**src/rtl/lifo_drain_ctrl.sv**
```systemverilog
// LIFO consumer: issues POP strobes, absorbs the one-cycle read latency and streams words out
// through a 2-entry skid buffer. Defining DRAIN_POPCNT_EN enables the saturating pop counter.
module lifo_drain_ctrl #(
    parameter int DATA_WIDTH = 8,
    parameter int LIFO_DEPTH = 16,
    parameter int CNT_W      = $clog2(LIFO_DEPTH + 1)
) (
    input  logic                  Clk,
    input  logic                  Rst,
    input  logic                  drain_en,
    output logic                  lifo_pop,
    input  logic [DATA_WIDTH-1:0] lifo_data,
    input  logic                  lifo_empty,
    output logic                  m_valid,
    input  logic                  m_ready,
    output logic [DATA_WIDTH-1:0] m_data,
    output logic                  busy,
    output logic                  drain_done,
    output logic [CNT_W-1:0]      pop_count
);
    typedef enum logic [1:0] {IDLE, DRAIN, FLUSH, DONE} state_t;

    state_t                state_q, state_d;
    logic [1:0]            occ_q, occ_d;
    logic                  inflight_q;
    logic                  exhausted_q, exhausted_d;
    logic [DATA_WIDTH-1:0] head_q, head_d;
    logic [DATA_WIDTH-1:0] tail_q, tail_d;
    logic                  valid_q, busy_q, done_q;
    logic                  fire;
    logic [1:0]            occAfterFire;
    logic [2:0]            pending;

    assign fire    = valid_q & m_ready;
    // Words owed to the skid buffer after this cycle's fire; a pop may only add one more.
    assign pending = {1'b0, occ_q} + {2'b00, inflight_q} - {2'b00, fire};

    assign lifo_pop = !Rst && (state_q == DRAIN) && drain_en && !lifo_empty && (pending < 3'd2);

    assign m_valid    = valid_q;
    assign m_data     = head_q;
    assign busy       = busy_q;
    assign drain_done = done_q;

    always_comb begin
        occAfterFire = occ_q - {1'b0, fire};
        occ_d        = occAfterFire;
        head_d       = head_q;
        tail_d       = tail_q;
        if (fire && occ_q == 2'd2) begin
            head_d = tail_q;
        end
        // The captured word goes straight to the head when nothing is left ahead of it.
        if (inflight_q) begin
            occ_d = occAfterFire + 2'd1;
            if (occAfterFire == 2'd0) begin
                head_d = lifo_data;
            end else begin
                tail_d = lifo_data;
            end
        end
    end

    always_comb begin
        state_d     = state_q;
        exhausted_d = exhausted_q;
        case (state_q)
            IDLE: begin
                if (drain_en) begin
                    state_d     = DRAIN;
                    exhausted_d = 1'b0;
                end
            end
            DRAIN: begin
                if (lifo_empty) begin
                    state_d     = FLUSH;
                    exhausted_d = 1'b1;
                end else if (!drain_en) begin
                    state_d     = FLUSH;
                    exhausted_d = 1'b0;
                end
            end
            FLUSH: begin
                if (!inflight_q && occ_q == 2'd0) begin
                    state_d = exhausted_q ? DONE : IDLE;
                end
            end
            DONE:    state_d = IDLE;
            default: state_d = IDLE;
        endcase
    end

    always_ff @(posedge Clk) begin
        if (Rst) begin
            state_q     <= IDLE;
            occ_q       <= 2'd0;
            inflight_q  <= 1'b0;
            exhausted_q <= 1'b0;
            head_q      <= '0;
            tail_q      <= '0;
            valid_q     <= 1'b0;
            busy_q      <= 1'b0;
            done_q      <= 1'b0;
        end else begin
            state_q     <= state_d;
            occ_q       <= occ_d;
            inflight_q  <= lifo_pop;
            exhausted_q <= exhausted_d;
            head_q      <= head_d;
            tail_q      <= tail_d;
            valid_q     <= (occ_d != 2'd0);
            busy_q      <= (state_d != IDLE);
            done_q      <= (state_d == DONE);
        end
    end

`ifdef DRAIN_POPCNT_EN
    logic [CNT_W-1:0] popCount_q;

    always_ff @(posedge Clk) begin
        if (Rst) begin
            popCount_q <= '0;
        end else if (state_q == IDLE && drain_en) begin
            popCount_q <= '0;
        end else if (lifo_pop && popCount_q != CNT_W'(LIFO_DEPTH)) begin
            popCount_q <= popCount_q + CNT_W'(1);
        end
    end

    assign pop_count = popCount_q;
`else
    assign pop_count = '0;
`endif

endmodule

```
**config.mk**
```make
export PLATFORM = sky130hd
export DESIGN_NAME = lifo_drain_ctrl
export DESIGN_NICKNAME = d
export VERILOG_FILES = /design/src/rtl/lifo_drain_ctrl.sv
export SDC_FILE = /design/constraint.sdc
export NUM_CORES = 1
export LEC_CHECK = 0
export BUFFER_PORTS_ARGS = -buffer_cell sky130_fd_sc_hd__buf_2
export CAP_MARGIN = 30
export CORE_MARGIN = 2
export CORE_UTILIZATION = 50
export CTS_CLUSTER_DIAMETER = 30
export DETAILED_ROUTE_END_ITERATION = 16
export GPL_TIMING_DRIVEN = 0
export PLACE_DENSITY = 0.83
export SYNTH_ARGS = -nofsm -noshare
export SYNTH_HDL_FRONTEND = slang
export SYNTH_SLANG_ARGS = --single-unit
```
**constraint.sdc**
```tcl
create_clock -name Clk -period 2.2 [get_ports Clk]
set_input_delay 0.44 -clock Clk [delete_from_list [all_inputs] [get_ports Clk]]
set_output_delay 0.44 -clock Clk [all_outputs]
set_load 0.01 [all_outputs]
```
==> impl_metrics.sql <==
INSERT INTO impl_metrics (metric_group, metric, value, unit) VALUES
('floorplanning', 'fp.dieW', '52.9', 'um'),
('clocking', 'cts_htree_levels', '1', ''),
('layout', 'layout_common_cells', 'sky130_fd_sc_hd__buf_2, sky130_fd_sc_hd__dfxtp_1, sky130_fd_sc_hd__nor2_1', ''),
('floorplanning', 'dieArea', '2800', 'um^2'),
('worst_setup_path', 'cp.required', '1.76', 'ns'),
('detailed_routing', 'average_wire_per_standard_cell', '13.3', 'um'),
('global_routing', 'wire_length_of_the_first_global_routing_pass', '4040', 'um'),
('timing', 'fmax', '408', 'MHz'),
('layout', 'layout.filler_cells', '184', ''),
('logic_synthesis', 'sequential_area_share_after_synthesis', '0.419', ''),
('clocking', 'cts_hold_buf', '0', ''),
('layout', 'register_area', '505', 'um^2'),
('clocking', 'cts_tree', 'done', ''),
('floorplanning', 'io_pins', '30', ''),
('layout', 'multi_input_area', '641', 'um^2'),
('logic_synthesis', 'synth.yosys.warnings', '0', ''),
('layout', 'layout_commonest_cell', 'sky130_fd_sc_hd__buf_2', ''),
('pwr', 'p_leak', '0.616', 'nW'),
('detailed_routing', 'detail_route.wirelength', '2570', 'um'),
('floorplanning', 'y_dimension_of_the_die', '52.9', 'um'),
('place', 'gp_routability_congestion', '0.818', ''),
('clocking', 'cts_buffers', '3', ''),
('layout', 'final_area', '1430', 'um^2'),
('layout', 'final_layout_size_suffix_gt1_frac', '0.285', ''),
('timing', 'post-route-min-period', '2.45', 'ns'),
('worst_hold_path', 'min-delay-path-class', 'in -> reg', ''),
('logic_synthesis', 'synth_edf_count', '0', ''),
('timing', 'skew', '0.00678', 'ns'),
('run_status', 'failing_checks', 'setup timing', ''),
('global_routing', 'global_route.usage.total', '0.199', ''),
('detailed_routing', 'vias', '1047', ''),
('worst_setup_path', 'worst_path_max_delay_cell', 'sky130_fd_sc_hd__fa_1', ''),
('worst_setup_path', 'setup.worst_path.class', 'reg -> out', ''),
('clocking', 'numClockSinks', '25', ''),
('timing', 'drv_slew', '0', ''),
('timing', 'setup_ws', '-0.250', 'ns'),
('place', 'area_post_placement', '1360', 'um^2'),
('pwr', 'power_density', '587', 'nW/um^2'),
('logic_synthesis', 'ys.flop_type', 'sky130_fd_sc_hd__dfxtp_1', ''),
('layout', 'final_net_count', '181', ''),
('worst_setup_path', 'critical-path-max-stage-delay', '0.50', 'ns'),
('pwr', 'vdd_drop_max', '0.343', 'mV'),
('place', 'port_bufs', '23', ''),
('clocking', 'worst_case_clock_buffer_depth', '2', ''),
('layout', 'syn2layout_area_growth', '19.6', '%'),
('clocking', 'cts.reportedPaths.clkPinSlew', '0.14', 'ns'),
('global_routing', 'grt_pass1_vias', '954', ''),
('timing', 'timing_hold_violations_final', '0', ''),
('timing', 'rsz0062_at_grt', 'true', ''),
('floorplanning', 'std_cell_rows', '17', ''),
('worst_setup_path', 'worstPathArrival', '2.01', 'ns'),
('clocking', 'cts_root_buf', 'sky130_fd_sc_hd__clkbuf_4', ''),
('floorplanning', 'start_util', '0.535', ''),
('detailed_routing', 'antenna_left', '0', ''),
('timing', 'finalSetupTns', '-0.250', 'ns'),
('timing', 'setup_viol_count_final', '1', ''),
('global_routing', 'initial_antenna_violation_count', '0', ''),
('detailed_routing', 'vias_per_cell', '5.42', ''),
('timing', 'final_min_period_over_clock_period', '1.11', ''),
('logic_synthesis', 'post_synth.cell_area_avg', '8.98', 'um^2'),
('layout', 'diodes', '0', ''),
('worst_setup_path', 'cp_cell_sequence', 'buf_6 -> xnor2_2 -> nand2_1 -> fa_1 -> nor4bb_4 -> and3_1 -> buf_2', ''),
('worst_setup_path', 'critPathLaunchType', 'flip-flop', ''),
('flow_run', 'max-cap-violations', '0', ''),
('global_routing', 'leftover_overflow_at_the_end_of_global_routing', '0', ''),
('detailed_routing', 'first_iter_violations', '21', ''),
('run_status', 'run_status', 'complete, but fails checks', ''),
('logic_synthesis', 'netlist_area', '1190', 'um^2'),
('logic_synthesis', 'post_synth_cell_types', '38', ''),
('global_routing', 'grt_max_degree', '16', ''),
('logic_synthesis', 'seq_cells_post_synth', '25', '');
==> cell usage after synthesis (2+ instances only) <==
| cell type | n | area share |
|---|---|---|
| sky130_fd_sc_hd__dfxtp_1 | 25 | 0.42 |
| sky130_fd_sc_hd__nor2_1 | 22 | 0.069 |
| sky130_fd_sc_hd__nand2_1 | 20 | 0.063 |
| sky130_fd_sc_hd__buf_4 | 8 | 0.050 |
| sky130_fd_sc_hd__mux2i_1 | 8 | 0.067 |
| sky130_fd_sc_hd__a311oi_1 | 7 | 0.051 |
| sky130_fd_sc_hd__nor2b_1 | 5 | 0.026 |
| sky130_fd_sc_hd__clkbuf_1 | 3 | 0.0094 |
| sky130_fd_sc_hd__a21oi_1 | 2 | 0.0084 |
| sky130_fd_sc_hd__and2_1 | 2 | 0.010 |
| sky130_fd_sc_hd__and3_1 | 2 | 0.010 |
| sky130_fd_sc_hd__o21ai_0 | 2 | 0.0084 |
| sky130_fd_sc_hd__xnor2_1 | 2 | 0.015 |
==> worst max-delay path: cells and delay by family, from the launching register on <==
| kind | cells | cell delay (ns) |
|---|---|---|
| flip-flops | 1 | 0.34 |
| buffers and inverters | 2 | 0.25 |
| XOR/XNOR | 1 | 0.14 |
| adder cells (fa/ha/maj) | 1 | 0.50 |
| AND/OR/NAND/NOR | 3 | 0.45 |
==> registers in the layout, indices dropped and copies added (netlist names) <==
| register | flops |
|---|---|
| m_valid | 1 |
| m_data | 8 |
| inflight_q | 1 |
| drain_done | 1 |
| exhausted_q | 1 |
| tail_q | 8 |
| busy | 1 |
| state_q | 2 |
| occ_q | 2 |
==> routing by layer <==
metal | share of wire | vias up | global-route usage
li1 | - | 512 | -
met1 | 0.42 | 506 | 0.229
met2 | 0.52 | 25 | 0.356
met3 | 0.041 | 4 | 0.0254
met4 | 0.014 | 0 | 0.103
met5 | 0 | - | 0
==> stage by stage <==
stage               setup WS (ns)  instances  total power (W)
floorplan                  0.0684        137         0.000584
global placement           -0.140        188         0.000617
detailed placement         -0.238        188         0.000625
CTS                        -0.253        193         0.000841
global route               -0.366        193         0.000878
finish                     -0.250        193         0.000839
==> path summary, 6_finish.rpt <==
path                           from                endpoint  slack (ns)  cells past startpoint
max           inflight_q$_SDFF_PP0_                lifo_pop       -0.25                      7
min                    lifo_data[7]  tail_q[7]$_SDFFE_PP0P_        0.37                      3
max reg2reg      m_valid$_SDFF_PP0_    m_data[2]$_SDFF_PP0_        0.27                      8
min reg2reg  tail_q[4]$_SDFFE_PP0P_    m_data[4]$_SDFF_PP0_        0.49                      2
==> logic make-up (layout without fill, tap and decap cells) <==
group                    count (synthesis)  in the layout  share of synthesized area
other                                    1              5                    0.00314
XOR/XNOR                                 3              3                     0.0220
buffers and inverters                   14             42                     0.0764
flip-flops                              25             25                      0.419
AND/OR/NAND/NOR                         60             60                      0.240
adder cells (fa/ha/maj)                  2              2                     0.0272
multiplexers                             8              8                     0.0670
AO/OA/AOI/OAI                           20             20                      0.146
==> power by group <==
part	switching, W	internal (W)	total [W]	leakage (nW)
clock network	0.000142	0.0000695	0.000212	0.0139
logic	0.0000758	0.0000719	0.000148	0.398
registers	0.0000113	0.000468	0.000480	0.204
total	0.000229	0.000610	0.000839	0.616
==> area by class of cell <==
cell class	instances	share of cell area
Sequential cell	25	0.354
Tap cell	28	0.0245
Clock inverter	1	0.00525
Timing Repair Buffer	24	0.0858
Multi-Input combinational cell	98	0.448
Clock buffer	3	0.0158
Buffer	13	0.0639
Inverter	1	0.00263
==> timing repair <==
item,4_1_cts,5_1_grt
endpoints found under the setup margin,1,1
resized for setup,6,1
pin swaps,2,1
endpoints found under the hold margin,0,0
setup buffers,1,0
No activity file was read; power rests on OpenSTA's default activity.
